==> src/rtl/bus_arbiter_nm.sv <==
// Serial bus arbiter connecting N_MASTERS masters to N_SLAVES slaves. The slave is
// chosen from the leading address bits, and a grant that sees no address bits times out.

module bus_arbiter_nm #(
    parameter int  N_MASTERS = 2,
    parameter int  N_SLAVES  = 3,
    parameter int  SEL_W     = 2,
    parameter int  RR_MODE   = 1,
    parameter int  TIMEOUT   = 16,
    localparam int MID_W     = (N_MASTERS > 2) ? $clog2(N_MASTERS) : 1
) (
    input  logic                 clk,
    input  logic                 reset,
    input  logic [N_MASTERS-1:0] m_request,
    input  logic [N_MASTERS-1:0] m_address,
    input  logic [N_MASTERS-1:0] m_data,
    input  logic [N_MASTERS-1:0] m_valid,
    input  logic [N_MASTERS-1:0] m_address_valid,
    input  logic [N_MASTERS-1:0] m_write_en,
    input  logic [N_MASTERS-1:0] m_burst,
    output logic [N_MASTERS-1:0] m_available,
    output logic [N_MASTERS-1:0] m_ready,
    output logic [N_MASTERS-1:0] m_data_out,
    output logic [N_MASTERS-1:0] m_valid_in,
    input  logic [N_SLAVES-1:0]  s_ready,
    input  logic [N_SLAVES-1:0]  s_data_in,
    input  logic [N_SLAVES-1:0]  s_valid_out,
    output logic [N_SLAVES-1:0]  s_address,
    output logic [N_SLAVES-1:0]  s_data,
    output logic [N_SLAVES-1:0]  s_valid,
    output logic [N_SLAVES-1:0]  s_write_en,
    output logic [N_SLAVES-1:0]  s_burst,
    output logic [MID_W-1:0]     grant_id,
    output logic [SEL_W-1:0]     slave_sel,
    output logic                 error,
    output logic [2:0]           state
);

    localparam int CNT_W = $clog2(SEL_W + 1);
    localparam int TO_W  = $clog2(TIMEOUT + 1);
    localparam logic [MID_W-1:0] MID_ONE = MID_W'(1);
    localparam logic [CNT_W-1:0] CNT_ONE = CNT_W'(1);
    localparam logic [TO_W-1:0]  TO_ONE  = TO_W'(1);

    typedef enum logic [2:0] {
        ST_IDLE    = 3'd0,
        ST_GRANT   = 3'd1,
        ST_CONNECT = 3'd2,
        ST_ERROR   = 3'd3,
        ST_RELEASE = 3'd4
    } state_t;

    state_t                state_r;
    state_t                state_nxt_s;
    logic [MID_W-1:0]      grant_r;
    logic [MID_W-1:0]      rr_ptr_r;
    logic [SEL_W-1:0]      sel_r;
    logic [CNT_W-1:0]      bit_cnt_r;
    logic [TO_W-1:0]       to_cnt_r;
    logic [N_MASTERS-1:0]  avail_r;
    logic                  error_r;

    logic [MID_W-1:0]      win_s;
    logic [MID_W-1:0]      rr_nxt_s;
    logic [SEL_W:0]        sel_ext_s;
    logic [SEL_W-1:0]      sel_shift_s;
    logic                  g_req_s;
    logic                  g_addr_s;
    logic                  g_addr_v_s;
    logic                  g_data_s;
    logic                  g_valid_s;
    logic                  g_we_s;
    logic                  g_burst_s;
    logic                  sl_ready_s;
    logic                  sl_data_s;
    logic                  sl_valid_s;

    // Lowest requester overall, or in round-robin mode the lowest one at or above
    // ptr, which is exactly a wrap-around search starting from ptr.
    function automatic logic [MID_W-1:0] pick_winner(input logic [N_MASTERS-1:0] req,
                                                     input logic [MID_W-1:0]     ptr);
        logic [MID_W-1:0] win_any;
        logic [MID_W-1:0] win_hi;
        logic             found_hi;
        win_any  = {MID_W{1'b0}};
        win_hi   = {MID_W{1'b0}};
        found_hi = 1'b0;
        for (int i = N_MASTERS - 1; i >= 0; i--) begin
            if (req[i]) begin
                win_any = MID_W'(i);
                if (i >= int'(ptr)) begin
                    win_hi   = MID_W'(i);
                    found_hi = 1'b1;
                end else begin
                    found_hi = found_hi;
                end
            end else begin
                win_any = win_any;
            end
        end
        return ((RR_MODE != 0) && found_hi) ? win_hi : win_any;
    endfunction

    function automatic logic [N_MASTERS-1:0] onehot(input logic [MID_W-1:0] idx);
        logic [N_MASTERS-1:0] v;
        for (int i = 0; i < N_MASTERS; i++) begin
            v[i] = (idx == MID_W'(i));
        end
        return v;
    endfunction

    // Lines of the granted master and the selected slave, plus the arbitration result.
    always_comb begin
        g_req_s     = 1'b0;
        g_addr_s    = 1'b0;
        g_addr_v_s  = 1'b0;
        g_data_s    = 1'b0;
        g_valid_s   = 1'b0;
        g_we_s      = 1'b0;
        g_burst_s   = 1'b0;
        sl_ready_s  = 1'b0;
        sl_data_s   = 1'b0;
        sl_valid_s  = 1'b0;
        for (int i = 0; i < N_MASTERS; i++) begin
            if (grant_r == MID_W'(i)) begin
                g_req_s    = m_request[i];
                g_addr_s   = m_address[i];
                g_addr_v_s = m_address_valid[i];
                g_data_s   = m_data[i];
                g_valid_s  = m_valid[i];
                g_we_s     = m_write_en[i];
                g_burst_s  = m_burst[i];
            end else begin
                g_req_s    = g_req_s;
            end
        end
        for (int j = 0; j < N_SLAVES; j++) begin
            if (sel_r == SEL_W'(j)) begin
                sl_ready_s = s_ready[j];
                sl_data_s  = s_data_in[j];
                sl_valid_s = s_valid_out[j];
            end else begin
                sl_ready_s = sl_ready_s;
            end
        end
        sel_ext_s   = {sel_r, g_addr_s};
        sel_shift_s = sel_ext_s[SEL_W-1:0];
        win_s       = pick_winner(m_request, rr_ptr_r);
        rr_nxt_s    = (win_s == MID_W'(N_MASTERS - 1)) ? {MID_W{1'b0}} : (win_s + MID_ONE);
    end

    // State register and the datapath registers that travel with it.
    always_ff @(posedge clk) begin
        if (reset) begin
            state_r   <= ST_IDLE;
            grant_r   <= {MID_W{1'b0}};
            rr_ptr_r  <= {MID_W{1'b0}};
            sel_r     <= {SEL_W{1'b0}};
            bit_cnt_r <= {CNT_W{1'b0}};
            to_cnt_r  <= {TO_W{1'b0}};
            avail_r   <= {N_MASTERS{1'b0}};
            error_r   <= 1'b0;
        end else begin
            state_r <= state_nxt_s;
            error_r <= (state_nxt_s == ST_ERROR);
            if ((state_nxt_s == ST_GRANT) || (state_nxt_s == ST_CONNECT)) begin
                avail_r <= (state_r == ST_IDLE) ? onehot(win_s) : onehot(grant_r);
            end else begin
                avail_r <= {N_MASTERS{1'b0}};
            end
            case (state_r)
                ST_IDLE: begin
                    if (state_nxt_s == ST_GRANT) begin
                        grant_r   <= win_s;
                        rr_ptr_r  <= rr_nxt_s;
                        sel_r     <= {SEL_W{1'b0}};
                        bit_cnt_r <= {CNT_W{1'b0}};
                        to_cnt_r  <= {TO_W{1'b0}};
                    end else begin
                        grant_r   <= grant_r;
                    end
                end
                ST_GRANT: begin
                    if (g_addr_v_s) begin
                        sel_r     <= sel_shift_s;
                        bit_cnt_r <= bit_cnt_r + CNT_ONE;
                        to_cnt_r  <= {TO_W{1'b0}};
                    end else begin
                        to_cnt_r  <= to_cnt_r + TO_ONE;
                    end
                end
                default: begin
                    grant_r <= grant_r;
                end
            endcase
        end
    end

    // Next-state logic; a dropped request always wins over a pending address bit.
    always_comb begin
        state_nxt_s = state_r;
        case (state_r)
            ST_IDLE: begin
                if (|m_request) begin
                    state_nxt_s = ST_GRANT;
                end else begin
                    state_nxt_s = ST_IDLE;
                end
            end
            ST_GRANT: begin
                if (!g_req_s) begin
                    state_nxt_s = ST_IDLE;
                end else if (g_addr_v_s) begin
                    if (bit_cnt_r == CNT_W'(SEL_W - 1)) begin
                        state_nxt_s = (int'(sel_shift_s) < N_SLAVES) ? ST_CONNECT : ST_ERROR;
                    end else begin
                        state_nxt_s = ST_GRANT;
                    end
                end else if (to_cnt_r == TO_W'(TIMEOUT - 1)) begin
                    state_nxt_s = ST_ERROR;
                end else begin
                    state_nxt_s = ST_GRANT;
                end
            end
            ST_CONNECT: begin
                if (!g_req_s) begin
                    state_nxt_s = ST_RELEASE;
                end else begin
                    state_nxt_s = ST_CONNECT;
                end
            end
            ST_ERROR: begin
                state_nxt_s = ST_RELEASE;
            end
            ST_RELEASE: begin
                if (!g_req_s) begin
                    state_nxt_s = ST_IDLE;
                end else begin
                    state_nxt_s = ST_RELEASE;
                end
            end
            default: begin
                state_nxt_s = ST_IDLE;
            end
        endcase
    end

    // Zero-latency pass-through between the granted master and the selected slave.
    always_comb begin
        s_address  = {N_SLAVES{1'b0}};
        s_data     = {N_SLAVES{1'b0}};
        s_valid    = {N_SLAVES{1'b0}};
        s_write_en = {N_SLAVES{1'b0}};
        s_burst    = {N_SLAVES{1'b0}};
        m_ready    = {N_MASTERS{1'b0}};
        m_data_out = {N_MASTERS{1'b0}};
        m_valid_in = {N_MASTERS{1'b0}};
        if (state_r == ST_CONNECT) begin
            for (int j = 0; j < N_SLAVES; j++) begin
                if (sel_r == SEL_W'(j)) begin
                    s_address[j]  = g_addr_s;
                    s_data[j]     = g_data_s;
                    s_valid[j]    = g_valid_s | g_addr_v_s;
                    s_write_en[j] = g_we_s;
                    s_burst[j]    = g_burst_s;
                end else begin
                    s_address[j]  = 1'b0;
                end
            end
            for (int i = 0; i < N_MASTERS; i++) begin
                if (grant_r == MID_W'(i)) begin
                    m_ready[i]    = sl_ready_s;
                    m_data_out[i] = sl_data_s;
                    m_valid_in[i] = sl_valid_s;
                end else begin
                    m_ready[i]    = 1'b0;
                end
            end
        end else begin
            s_address = {N_SLAVES{1'b0}};
        end
    end

    assign m_available = avail_r;
    assign grant_id    = grant_r;
    assign slave_sel   = sel_r;
    assign error       = error_r;
    assign state       = state_r;

endmodule

==> config.mk <==
export PLATFORM = sky130hd
export DESIGN_NAME = bus_arbiter_nm
export DESIGN_NICKNAME = d
export VERILOG_FILES = /design/src/rtl/bus_arbiter_nm.sv
export SDC_FILE = /design/constraint.sdc
export NUM_CORES = 1
export LEC_CHECK = 0
export ABC_AREA = 1
export BUFFER_PORTS_ARGS = -buffer_cell sky130_fd_sc_hd__buf_4
export CELL_PAD_IN_SITES_DETAIL_PLACEMENT = 0
export CELL_PAD_IN_SITES_GLOBAL_PLACEMENT = 1
export CORE_AREA = 2 2 79 58
export CTS_CLUSTER_DIAMETER = 50
export DETAILED_ROUTE_END_ITERATION = 10
export DIE_AREA = 0 0 81 60
export PLACE_DENSITY_LB_ADDON = 0.1
export SETUP_SLACK_MARGIN = 0.05
export SLEW_MARGIN = 10
export SYNTH_ARGS = -nofsm -noshare
export SYNTH_HDL_FRONTEND = slang
export SYNTH_SLANG_ARGS = --single-unit
==> constraint.sdc <==
create_clock -name clk -period 1.82 [get_ports clk]
set_input_delay 0 -clock clk [delete_from_list [all_inputs] [get_ports clk]]
set_output_delay 0 -clock clk [all_outputs]
set_load 0.02 [all_outputs]
### Word-level counts from Yosys, hierarchy flattened

Cells that the tools add are included.

* input bits: 25
* word-level logic and storage cells: 110
* output and inout port bits: 30
* register bits: 17

* multiplexer cells: 71
* magnitude comparators: 2
* equal/unequal tests: 13
* reductions and logical operators: 9
* add/sub/neg operators: 3
* bitwise logic cells: 4

Operators by type and width (count)
* 1-bit 2-to-1 mux: 47
* 3-bit 2-to-1 mux: 9
* 2-bit 2-to-1 mux: 9
* 3-bit one-hot mux with 5 select lines: 1
* 3-bit by 2-bit == test with 1-bit output (second input constant): 4
* 5-bit 2-to-1 mux: 2
* 5-bit one-hot mux with 2 select lines: 1
* 2-bit one-hot mux with 2 select lines: 2
* 3-bit by 1-bit == test with 1-bit output (second input constant): 2
* 5-bit by 1-bit adder with 5-bit output (second input constant): 1
* 5-bit by 4-bit == test with 1-bit output (second input constant): 1
* 2-bit by 1-bit == test with 1-bit output (second input constant): 2
* 2-bit != test (second input constant): 2
* 2-bit AND reduction: 2
* 2-bit OR reduction: 2
* 3-bit == test (second input constant): 1
* 3-bit zero test: 1
* 1-bit inverter: 3
* 3-bit AND reduction: 1
* 2-bit by 1-bit adder with 2-bit output (second input constant): 1
* 2-bit == test (second input constant): 1
* 2-bit zero test: 1
* 2-bit less-than comparator (second input constant): 1
* 2-bit nonzero test: 1
* 4 further kinds: 4

### Logic depth before layout (Yosys ltp)

* depth after elaboration: 11
* mapped depth: 13
* depth with buffers taken out: 13

### Worst setup path after synthesis

Ideal clock, no wire load.

* path kind: register to register
* from: reg to_cnt_r[0]
* to: reg avail_r[1] (netlist: m_available[1])
* slack: 396 ps
* required time: 1702 ps
* data arrival time: 1306 ps
* cell stages (with the launch flop): 14
* period minus slack after synthesis: 1424 ps
* setup time: 118 ps
* path buffers: 0
* cell sequence: dfxtp_1 ha_1 inv_1 nor3_1 ha_1 inv_1 nand3_1 nand3_1 nand2_1 nand2_2 nand2_1 nand2_1 nand2_1 nor2_1

* word-level cells in the longest chain between the ends: 9
* elaborated cells on any way between the ends: 10
* those cells by class: eq/ne: 3; mux: 4; bitwise: 1; reduce/logical: 2

RTL lines
* start: declaration: line 59 `logic [TO_W-1:0] to_cnt_r;`
* start signal: assignment: line 160 `to_cnt_r <= {TO_W{1'b0}};`
* start signal: assignment: line 178 `to_cnt_r <= {TO_W{1'b0}};`
* start signal: assignment: line 187 `to_cnt_r <= {TO_W{1'b0}};`
* 5-bit by 4-bit == test with 1-bit output (*): line 219 `end else if (to_cnt_r == TO_W'(TIMEOUT - 1)) begin`
* 2-bit 2-to-1 mux (*): line 219
* 3-bit 2-to-1 mux (*): line 213 `end else if (g_addr_v_s) begin`
* 3-bit 2-to-1 mux (*): line 211 `if (!g_req_s) begin`
* 3-bit one-hot mux with 5 select lines (*): line 202 `case (state_r)`
* 3-bit by 1-bit == test with 1-bit output or 3-bit by 2-bit == test with 1-bit output (tied branches): line 166 `if ((state_nxt_s == ST_GRANT) || (state_nxt_s == ST_CONNECT)) begin`
* 1-bit logical OR (*): line 166
* 1-bit inverter (no source line) (*)
* 2-bit OR reduction (no source line) (*)
* end signal: assignment: line 161 `avail_r <= {N_MASTERS{1'b0}};`
* end signal: assignment: line 167 `avail_r <= (state_r == ST_IDLE) ? onehot(win_s) : onehot(grant_r);`
* end signal: assignment: line 169 `avail_r <= {N_MASTERS{1'b0}};`
* end: declaration: line 60 `logic [N_MASTERS-1:0] avail_r;`

Mark *: on every way between the ends. The rest lies on a longest branch, timed or not.
A chain may end at the register's enable or synchronous reset.

### Worst setup path after layout

* from: reg state_r[2] (netlist: state[2])
* to: out s_data[0]

* word-level cells in the longest chain between the ends: 2

RTL lines
* start: declaration: line 53 `state_t state_r;`
* start signal: assignment: line 164 `state_r <= state_nxt_s;`
* 3-bit by 2-bit == test with 1-bit output: line 258 `if (state_r == ST_CONNECT) begin`
* 3-bit 2-to-1 mux: line 258
* end: declaration: line 29 `output logic [N_SLAVES-1:0] s_data,`

Every way passes these cells.

==> run_results.csv <==
group,metric,value,unit
power,internal_power,724,µW
timing,setup_slack,201,ps
clock_network,cts_resized,0,
layout,diodes,0,
worst_setup_path,r2r_end,"m_available[1]",
place,place_ws,257,ps
floorplanning,die_h,60,µm
floorplanning,die_area,0.00486,mm²
worst_setup_path,critPathTopFamily,"simple AND/OR/NAND/NOR gates",
floorplanning,initial_core_util,29.5,%
worst_setup_path,ff2ff_path_depth,13,
timing,rsz0062_at_grt,"yes",
hold_path,hold_end,"to_cnt_r[1]",
timing,tns,0,ps
grt,grt_antenna_before_repair,0,
layout,layoutNonFillerInstCount,295,
hold_path,whs_path_depth,2,
place,place.gp.congestion,0.737,
hold_path,min-delay-start,"reset",
grt,grt_max_degree,13,
logic_synthesis,synth_cells,183,
layout,final_common_cell,"buf_4",
power,pwr-share-comb,37.9,%
drt,num_vias,1263,
timing,finalCritPeriodShare,89.0,%
logic_synthesis,synth_cell_type_count,27,
place,placed_cells,291,
worst_setup_path,critPathLaunchType,"flip-flop",
worst_setup_path,path_max_fanout,7,
clock_network,cts_buffers,3,
logic_synthesis,ys_seq_area_share,27.8,%
floorplanning,pin_count,55,
worst_setup_path,crit_chain,"inv_2 > nand2_1 > nor2_2 > nand3_1 > nor2_1 > buf_4",
worst_setup_path,crit_buf_inv,2,
outcome,status,"finished clean",
worst_setup_path,crit_required,1820,ps
worst_setup_path,slowest_stage,"dfxtp_1",
clock_network,clkSinkCount,17,
logic_synthesis,syn_nets,211,
place,place_hpwl,2680,µm
power,power_leakage,0.000839,µW
layout,final_cell_mix,"56 x buf_4, 42 x nand2_1, 28 x nor2_1, 21 x inv_1, 19 x a21oi_1",
logic_synthesis,synth_area_leaders,"dfxtp_1 28%, nand2_1 13%, nor2_1 8.6%",
timing,hold_viol,0,
layout,drive_above_1_share,36.7,%
logic_synthesis,yosysTopAreaCell,"dfxtp_1",
layout,postLayoutCoreUtil,41.8,%
logic_synthesis,syn-cell-area,0.00123,mm²
logic_synthesis,avgSynthCellArea,6.70,µm²
clock_network,clk_pin_slew,60,ps
flow_run,cap_violations,0,
timing,fmax,618,MHz
timing,worstMarginPinSlew,380,ps
grt,track_usage,13.7,%
drt,drt-total-wl,3230,µm
layout,area_growth,41.7,%
logic_synthesis,yosysTopAreaCellShare,27.8,%
clock_network,clock_path_buffers,2,
layout,fillers,465,
drt,drt_iter0_drc,41,
grt,globalRouteOverflowTotal,0,
timing,finalCriticalPeriod,1620,ps
grt,grt_pass1_wl,5110,µm
drt,drt_first_pass_iters,4,
clock_network,htreeDepth,1,
logic_synthesis,ys_ff_latch,17,
floorplanning,die_width,81,µm
clock_network,cts_tree,"built",
timing,slew_headroom,74.6,%
power,switching_share,36.5,%
power,seqPwrFrac,37.4,%
drt,ant_nets,0,
worst_setup_path,crit_type,"flip-flop to output port",
layout,nets,269,
worst_setup_path,reg2reg_from,"to_cnt_r[0]",
timing,report.final.slew_viol_count,0,
clock_network,ctsHoldBuffers,0,
grt,grt_pass1_vias,1093,
power,net-switching-power,417,µW
worst_setup_path,r2r_setup_slack,250,ps
worst_setup_path,max_stage_delay,330,ps
place,port_buffers,54,
worst_setup_path,crit_arrival,1620,ps
floorplanning,row_count,20,
drt,vias_per_cell,4.28,
floorplanning,core,0.00415,mm²
power,p_clk_share,24.7,%
drt,drc,0,
timing,setup_violations,0,
power,vdd_drop_max,0.288,mV
hold_path,hp-class,"input pin to flip-flop",
logic_synthesis,ys_warn_count,0,
clock_network,clockRootBuffer,"clkbuf_8",
drt,wl_per_cell,11.0,µm
worst_setup_path,cp-end-kind,"output port",
timing,fin_worst_skew,0.909,ps
power,power_density,657,mW/mm²
clock_network,insertion_delay,250,ps
## stage by stage
step	power [µW]	hold WS (ps)	cell area, µm²
after global placement	876	287	1690
after global routing	1240	22.9	1740
final	1140	25.0	1740
after floorplan	738	78.5	1230
after CTS	1160	21.7	1740
after detailed placement	872	292	1690
## power groups by stage
stage | combinational (µW) | clock (µW) | sequential, µW
after floorplan | 285 | 0 | 454
after global placement | 441 | 0 | 435
after detailed placement | 437 | 0 | 435
after CTS | 438 | 296 | 427
after global routing | 482 | 321 | 432
final | 432 | 282 | 427
## timing repair
item | in CTS | in global routing
endpoints found under the hold margin | 0 | 0
setup endpoints to repair | 0 | 9
buffers inserted | 0 | 0
## layout make-up
class	instances	area (µm²)	share of cell area (%)
inverter	28	105	6.05
timing repair buffer	56	420	24.2
tap	55	68.8	3.96
clock buffer	4	45.0	2.59
multi-input combinational	135	758	43.6
sequential	17	340	19.6
## synthesized netlist by cell type
master	instances
nand2_1	42
nor2_1	28
inv_1	21
a21oi_1	19
dfxtp_1	17
inv_2	7
nand2_4	6
nand3_1	6
nand2_2	5
a21oi_4	3
ha_1	3
mux2i_1	3
o21ai_0	3
o21ai_1	3
nand3_4	2
nor2_2	2
nor2_4	2
nor3_1	2
a211oi_1	1
buf_4	1
buf_6	1
clkbuf_1	1
nand3_2	1
nand4_1	1
o21ai_2	1
or2_0	1
or2_1	1
## per-layer routing
metal | track usage [%] | share of wire, % | vias up
met5 | 0 | 0 | -
met4 | 3.15 | 0.31 | 0
met3 | 3.78 | 4.2 | 2
met2 | 20.1 | 44 | 24
met1 | 19.9 | 51 | 545
li1 | - | - | 692
## flip-flops by register name, summed over array words and instances (netlist names)
name / count
slave_sel: 2
to_cnt_r: 5
error: 1
rr_ptr_r: 1
m_available: 2
state: 3
grant_id: 1
bit_cnt_r: 2
## logic make-up (layout without fill, tap and decap cells)
family                     count (synthesis)  after routing  share of synthesized area [%]
adders and majority gates                  3              3                           3.06
buffers and inverters                     31             88                           10.4
and+or+nand+nor                           99             99                           40.8
muxes                                      3              3                           2.45
AOI/OAI and AO/OA                         30             30                           15.5
DFF                                       17             17                           27.8
## worst max-delay path by stage
| stage | endpoint | cells past startpoint | startpoint |
|---|---|---|---|
| floorplan | m_available[1] | 13 | to_cnt_r[0] |
| global placement | m_available[1] | 13 | to_cnt_r[0] |
| detailed placement | m_available[1] | 13 | to_cnt_r[0] |
| CTS | s_address[1] | 6 | state[2] |
| global route | s_data[1] | 6 | state[2] |
| finish | s_data[0] | 6 | state[2] |
No activity file was read; power rests on OpenSTA's default activity.
